<file path="src/rtl/recirc_return_merger.sv">
// Return-path merger for the 4-lane recirculator.
// Buffers recirculated words per lane and merges them with fresh source words
// into one registered 4-lane stream. Recirculated words have priority over fresh words.
module recirc_return_merger #(
   parameter int unsigned WIDTH = 8,
   parameter int unsigned DEPTH = 4
) (
   input  logic             clk_1,
   input  logic             reset,
   input  logic             active,
   input  logic [WIDTH-1:0] rc_data0,
   input  logic [WIDTH-1:0] rc_data1,
   input  logic [WIDTH-1:0] rc_data2,
   input  logic [WIDTH-1:0] rc_data3,
   input  logic             rc_valid0,
   input  logic             rc_valid1,
   input  logic             rc_valid2,
   input  logic             rc_valid3,
   input  logic [WIDTH-1:0] src_data0,
   input  logic [WIDTH-1:0] src_data1,
   input  logic [WIDTH-1:0] src_data2,
   input  logic [WIDTH-1:0] src_data3,
   input  logic             src_valid0,
   input  logic             src_valid1,
   input  logic             src_valid2,
   input  logic             src_valid3,
   output logic             src_ready,
   output logic [WIDTH-1:0] dataOut0,
   output logic [WIDTH-1:0] dataOut1,
   output logic [WIDTH-1:0] dataOut2,
   output logic [WIDTH-1:0] dataOut3,
   output logic             validOut0,
   output logic             validOut1,
   output logic             validOut2,
   output logic             validOut3,
   output logic [3:0]       overflow,
   output logic [2:0]       pending
);

   localparam int unsigned LANES = 4;
   localparam int unsigned PTRW  = $clog2(DEPTH);
   localparam int unsigned CNTW  = PTRW + 1;
   localparam int unsigned SUMW  = CNTW + 2;

   typedef enum logic [1:0] {
      IDLE  = 2'd0,
      PASS  = 2'd1,
      DRAIN = 2'd2
   } stateType;

   stateType state;
   stateType stateNext;

   logic [WIDTH-1:0] rcData   [LANES];
   logic [WIDTH-1:0] srcData  [LANES];
   logic [WIDTH-1:0] outData  [LANES];
   logic [WIDTH-1:0] fifoMem  [LANES][DEPTH];
   logic [PTRW-1:0]  rdPtr    [LANES];
   logic [PTRW-1:0]  wrPtr    [LANES];
   logic [CNTW-1:0]  count    [LANES];
   logic [CNTW-1:0]  countNext[LANES];

   logic [LANES-1:0] rcValid;
   logic [LANES-1:0] srcValid;
   logic [LANES-1:0] outValid;
   logic [LANES-1:0] fifoFull;
   logic [LANES-1:0] doPop;
   logic [LANES-1:0] doPush;
   logic [LANES-1:0] doDrop;
   logic             anyRc;
   logic             anyBuffered;
   logic             allEmptyNext;
   logic             srcReadyC;
   logic [SUMW-1:0]  pendingSum;

   // Flatten the per-lane ports into arrays
   assign rcData[0]  = rc_data0;
   assign rcData[1]  = rc_data1;
   assign rcData[2]  = rc_data2;
   assign rcData[3]  = rc_data3;
   assign srcData[0] = src_data0;
   assign srcData[1] = src_data1;
   assign srcData[2] = src_data2;
   assign srcData[3] = src_data3;
   assign rcValid    = {rc_valid3, rc_valid2, rc_valid1, rc_valid0};
   assign srcValid   = {src_valid3, src_valid2, src_valid1, src_valid0};

   assign dataOut0   = outData[0];
   assign dataOut1   = outData[1];
   assign dataOut2   = outData[2];
   assign dataOut3   = outData[3];
   assign validOut0  = outValid[0];
   assign validOut1  = outValid[1];
   assign validOut2  = outValid[2];
   assign validOut3  = outValid[3];
   assign src_ready  = srcReadyC;

   // State register
   always_ff @(posedge clk_1) begin
      if (reset) begin
         state <= IDLE;
      end else begin
         state <= stateNext;
      end
   end

   // FIFO control, next state and source handshake
   always_comb begin
      stateNext    = state;
      srcReadyC    = 1'b0;
      doPop        = '0;
      doPush       = '0;
      doDrop       = '0;
      fifoFull     = '0;
      anyRc        = |rcValid;
      anyBuffered  = 1'b0;
      allEmptyNext = 1'b1;
      pendingSum   = '0;

      for (int i = 0; i < int'(LANES); i++) begin
         fifoFull[i]  = (count[i] == CNTW'(DEPTH));
         doPop[i]     = (state == DRAIN) && (count[i] != '0);
         doPush[i]    = rcValid[i] && (!fifoFull[i] || doPop[i]);
         doDrop[i]    = rcValid[i] && fifoFull[i] && !doPop[i];
         countNext[i] = count[i] + CNTW'(doPush[i]) - CNTW'(doPop[i]);
         if (count[i] != '0) begin
            anyBuffered = 1'b1;
         end
         if (countNext[i] != '0) begin
            allEmptyNext = 1'b0;
         end
         pendingSum = pendingSum + SUMW'(countNext[i]);
      end

      case (state)
         IDLE: begin
            // A word arriving on the leaving edge also counts as buffered, so PASS
            // is only ever entered with every FIFO empty.
            if (active) begin
               stateNext = (anyBuffered || anyRc) ? DRAIN : PASS;
            end
         end
         PASS: begin
            srcReadyC = !anyRc;
            if (anyRc) begin
               stateNext = DRAIN;
            end else if (!active) begin
               stateNext = IDLE;
            end
         end
         DRAIN: begin
            // active is only looked at once the drain completes; a deasserted
            // active goes straight to IDLE so the source is never offered a slot.
            if (allEmptyNext && !anyRc) begin
               stateNext = active ? PASS : IDLE;
            end
         end
         default: begin
            stateNext = IDLE;
         end
      endcase
   end

   // FIFO pointers, occupancy, sticky overflow and pending total
   always_ff @(posedge clk_1) begin
      if (reset) begin
         for (int i = 0; i < int'(LANES); i++) begin
            rdPtr[i] <= '0;
            wrPtr[i] <= '0;
            count[i] <= '0;
         end
         overflow <= '0;
         pending  <= '0;
      end else begin
         for (int i = 0; i < int'(LANES); i++) begin
            if (doPush[i]) begin
               wrPtr[i] <= wrPtr[i] + 1'b1;
            end
            if (doPop[i]) begin
               rdPtr[i] <= rdPtr[i] + 1'b1;
            end
            count[i] <= countNext[i];
            if (doDrop[i]) begin
               overflow[i] <= 1'b1;
            end
         end
         pending <= (pendingSum > SUMW'(7)) ? 3'd7 : pendingSum[2:0];
      end
   end

   // FIFO storage; contents need no reset
   always_ff @(posedge clk_1) begin
      for (int i = 0; i < int'(LANES); i++) begin
         if (doPush[i]) begin
            fifoMem[i][wrPtr[i]] <= rcData[i];
         end
      end
   end

   // Merged output register: FIFO heads in DRAIN, fresh words in PASS
   always_ff @(posedge clk_1) begin
      if (reset) begin
         for (int i = 0; i < int'(LANES); i++) begin
            outData[i] <= '0;
         end
         outValid <= '0;
      end else begin
         for (int i = 0; i < int'(LANES); i++) begin
            if (state == DRAIN) begin
               if (doPop[i]) begin
                  outData[i]  <= fifoMem[i][rdPtr[i]];
                  outValid[i] <= 1'b1;
               end else begin
                  outValid[i] <= 1'b0;
               end
            end else if (srcReadyC) begin
               outData[i]  <= srcData[i];
               outValid[i] <= srcValid[i];
            end else begin
               outValid[i] <= 1'b0;
            end
         end
      end
   end

endmodule

</file>
<file path="config.mk">
export PLATFORM = sky130hd
export DESIGN_NAME = recirc_return_merger
export DESIGN_NICKNAME = d
export VERILOG_FILES = /design/src/rtl/recirc_return_merger.sv
export SDC_FILE = /design/constraint.sdc
export NUM_CORES = 1
export LEC_CHECK = 0
export CAP_MARGIN = 20
export CORE_ASPECT_RATIO = 1.2
export CORE_MARGIN = 5
export CORE_UTILIZATION = 35
export CTS_CLUSTER_DIAMETER = 100
export CTS_CLUSTER_SIZE = 28
export DETAILED_ROUTE_END_ITERATION = 10
export GPL_ROUTABILITY_DRIVEN = 0
export HOLD_SLACK_MARGIN = 0.08
export SLEW_MARGIN = 20
export SYNTH_ARGS = -nofsm -noshare
export SYNTH_HDL_FRONTEND = slang
export SYNTH_SLANG_ARGS = --single-unit
</file>
<file path="constraint.sdc">
create_clock -name clk_1 -period 4 [get_ports clk_1]
set_clock_uncertainty 0.05 [all_clocks]
set_input_delay 0.8 -clock clk_1 [delete_from_list [all_inputs] [get_ports clk_1]]
set_output_delay 0.8 -clock clk_1 [all_outputs]
set_load 0.05 [all_outputs]
</file>
==> summary.md <==
| Metric | Value |
|---|---|
| TritonCTS clock tree | `built` |
| Sink Count | `201` |
| Hold buffer count at cts | `0` |
| Top post-synthesis cells by area | `edfxtp_1, mux4_2, dfxtp_1` |
| DRT iter0 DRCs | `214` |
| Die area | `27300 sq um` |
| RSZ-0062 raised after global routing | `yes` |
| GRT Total Usage | `12.7%` |
| Largest net degree at the start of global routing | `41` |
| Area growth, synth to finish | `27.2%` |
| Met1 usage | `15.8%` |
| First drt pass iteration count | `4` |
| DR vias | `4654` |
| Commonest cells after routing, fill and taps aside | `edfxtp_1, clkdlybuf4s50_1, buf_4` |
| DP Worst Slack | `-0.530 ns` |
| Max Cap Violations | `0` |
| Fin crit share | `101%` |
| Pwr/cell area | `663 nW/um^2` |
| Crit-path slowest cell | `fa_1` |
| Die height | `180 um` |
| Worst Hold Path EP | `overflow[1]` |
| Max-slew violation count | `0` |
| Buf+Inv Stages, Crit Path | `4` |
| Final Core Density | `45.1%` |
| Syn Nets | `595` |
| Drt via density | `4.84` |
| Endpoints failing setup | `3` |
| Hold depth | `2` |
| Crit path DAT | `4.31 ns` |
| Post-synth top area cell | `edfxtp_1` |
| Total grt overflow | `0` |
| Hold Path Origin | `overflow[1]` |
| Leak pwr | `3.81 nW` |
| FF-to-FF Start | `state[0]` |
| Crit Path Max Fanout | `5` |
| GRT met2 Usage | `23.5%` |
| Setup WS post-layout | `-0.0460 ns` |
| Worst Path Class, Setup | `reg -> reg` |
| First-pass GRT wire length | `27400 um` |
| Initial antenna violation count | `0` |
| Library cells used by synthesis | `40` |
| Synthesized area per cell | `17.4 sq um` |
| Dpl hpwl | `12700 um` |
| # IOs | `119` |
| FMAX | `247 MHz` |
| #FFs+latches synth | `201` |
| Tmin final | `4.05 ns` |
| Initial core utilization | `35.4%` |
| Failing checks | `negative setup slack` |
| Post-route DRC | `0` |
| Met3 Use GR | `1.64%` |
| Slew headroom | `47.5%` |
| Vias in the first global route | `5008` |
| Fin nets | `748` |
| Worst Max-Slew Pin Slew | `0.784 ns` |
| Worst R2R Setup Slack | `-0.05 ns` |
| Footprint of the multi-input gates | `2590 sq um` |
| IO buf count | `118` |
| CTS Buf Count | `11` |
| Sequential share of the synthesized area | `68.6%` |
| Setup crit start kind | `register` |
| Std cell rows | `62` |
| Placeable Area | `23800 sq um` |
| Fill cell count | `2098` |
| Req. time, crit path | `4.26 ns` |
| Synth Warn # | `0` |
| Main flop type after synthesis | `edfxtp_1` |
| N_diodes | `0` |
| Synth async-reset ratio | `0%` |
| Worst vdd ir | `0.00126 V` |
| H-Tree Depth | `1` |
| Post-Syn Instances | `484` |
| Area share of the largest cell type after synthesis | `62.7%` |
| Clk buf depth | `3` |
| Worst-path clk slew | `0.11 ns` |
| Chip width | `152 um` |
| Hold Crit Class | `reg -> reg` |
| Largest stage delay on the critical path | `0.50 ns` |
| CTS root buf | `clkbuf_16` |
| Post-Syn Area | `8430 sq um` |
| Endpoint type of the worst setup path | `register` |
| ANT nets after route | `0` |
| Ratio of cells with drive above 1 in the final layout | `24.3%` |
| Seq. cell area | `5790 sq um` |
| Post-synth EDFFs | `176` |
| WL final | `17600 um` |
| Routed len/inst | `18.3 um` |
| Commonest non-fill, non-tap cell in the layout | `edfxtp_1` |
| Worst skew pair latency | `0.46 ns` |
| Crit-path leading delay family | `adder cells` |
| Final hold viol count | `0` |
| Reg2reg end | `pending[1]` |
| GR peak layer | `met2` |
| Outcome | `complete, but fails checks` |
| Worst R2R Path Depth | `17` |
| Crit path cell chain | `nand2b_4, buf_6, or3_4, nand2_4, ha_4, fa_2, fa_1, inv_1, fa_1, inv_1, ha_2, inv_2, fa_2, a211oi_2, mux2i_2, nor3_1, nor2_1` |
[power breakdown]
| part | switching, mW | internal [mW] | leakage [nW] | total (mW) |
|---|---|---|---|---|
| Clock | 0.646 | 0.532 | 0.153 | 1.18 |
| Sequential | 0.184 | 2.60 | 1.89 | 2.78 |
| Combinational | 1.66 | 1.49 | 1.77 | 3.16 |
[per-stage QoR]
| stage | cell area, sq um | std cells | power, mW | TNS, ns | hold WS, ns |
|---|---|---|---|---|---|
| 2_1_floorplan | 8490 | 484 | 4.68 | -0.0334 | 0.495 |
| 3_3_place_gp | 10200 | 938 | 5.51 | -1.24 | 0.417 |
| 3_5_place_dp | 10200 | 938 | 5.68 | -1.54 | 0.415 |
| 4_1_cts | 10700 | 959 | 7.07 | -0.104 | 0.452 |
| 5_1_grt | 10700 | 961 | 7.61 | -0.651 | 0.481 |
| 6_report | 10700 | 961 | 7.12 | -0.0779 | 0.451 |
[final cells by class]
class	count	area share, %
Sequential cell	201	53.9
Timing Repair Buffer	160	14.1
Inverter	29	1.04
Tap cell	320	3.73
Multi-Input combinational cell	234	24.1
Clock buffer	16	2.74
Clock inverter	1	0.280
[what timing repair did]
item                                    in CTS  in global routing
endpoints found under the setup margin       3                  3
pin swaps                                    9                  5
setup buffers                                4                  2
resized for setup                           18                  6
cloned                                       0                  0
[synthesized netlist by cell type, types with 5 or more instances]
| library cell | number |
|---|---|
| edfxtp_1 | 176 |
| nand2b_1 | 5 |
| buf_1 | 5 |
| nor4_1 | 5 |
| nor3b_1 | 5 |
| nor2_1 | 25 |
| nand3_1 | 5 |
| fa_1 | 10 |
| a22o_2 | 29 |
| or2_2 | 6 |
| ha_1 | 26 |
| dfxtp_1 | 25 |
| a21o_1 | 5 |
| xnor2_1 | 6 |
| nor3_1 | 12 |
| clkbuf_1 | 12 |
| a41oi_1 | 5 |
| nand2_1 | 7 |
| nor2b_1 | 5 |
| inv_1 | 29 |
| mux4_2 | 32 |
| and2_1 | 5 |
| and3_1 | 12 |
[worst max path at each step]
stage,endpoint,from,slack [ns],cells after the start
floorplan,pending[0],state[0],-0.03,19
global placement,pending[0],rc_valid2,-0.45,15
detailed placement,pending[0],rc_valid2,-0.53,15
CTS,pending[1],state[0],-0.08,18
global route,pending[2],state[0],-0.23,17
finish,pending[1],state[0],-0.05,17
[kinds of logic after synthesis]
kind of cell / after synthesis / synth area share [%]
XOR/XNOR: 9 / 1.45
buffers and inverters: 49 / 2.45
AND/OR/NAND/NOR: 107 / 7.36
multiplexers: 33 / 8.66
flip-flops: 201 / 68.6
adder cells (fa/ha/maj): 36 / 6.23
AO/OA/AOI/OAI: 49 / 5.24
[layer usage]
metal  vias up  routed length, um
li1       2174                  -
met1      2372               6920
met2        97               9660
met3        11                865
met4         0                189
met5         -                  0
[flip-flops by register name (all words and copies together) (netlist names)]
| signal | count |
|---|---|
| count | 12 |
| fifoMem | 128 |
| outData | 32 |
| outValid | 4 |
| overflow | 4 |
| pending | 3 |
| rdPtr | 8 |
| state | 2 |
| wrPtr | 8 |
[worst min-delay path: stages, from the launching register on]
cell and delay (ns):
dfxtp_1 0.35, a41oi_1 0.05, nor2_1 0.07
(Power assumes the default switching activity.)
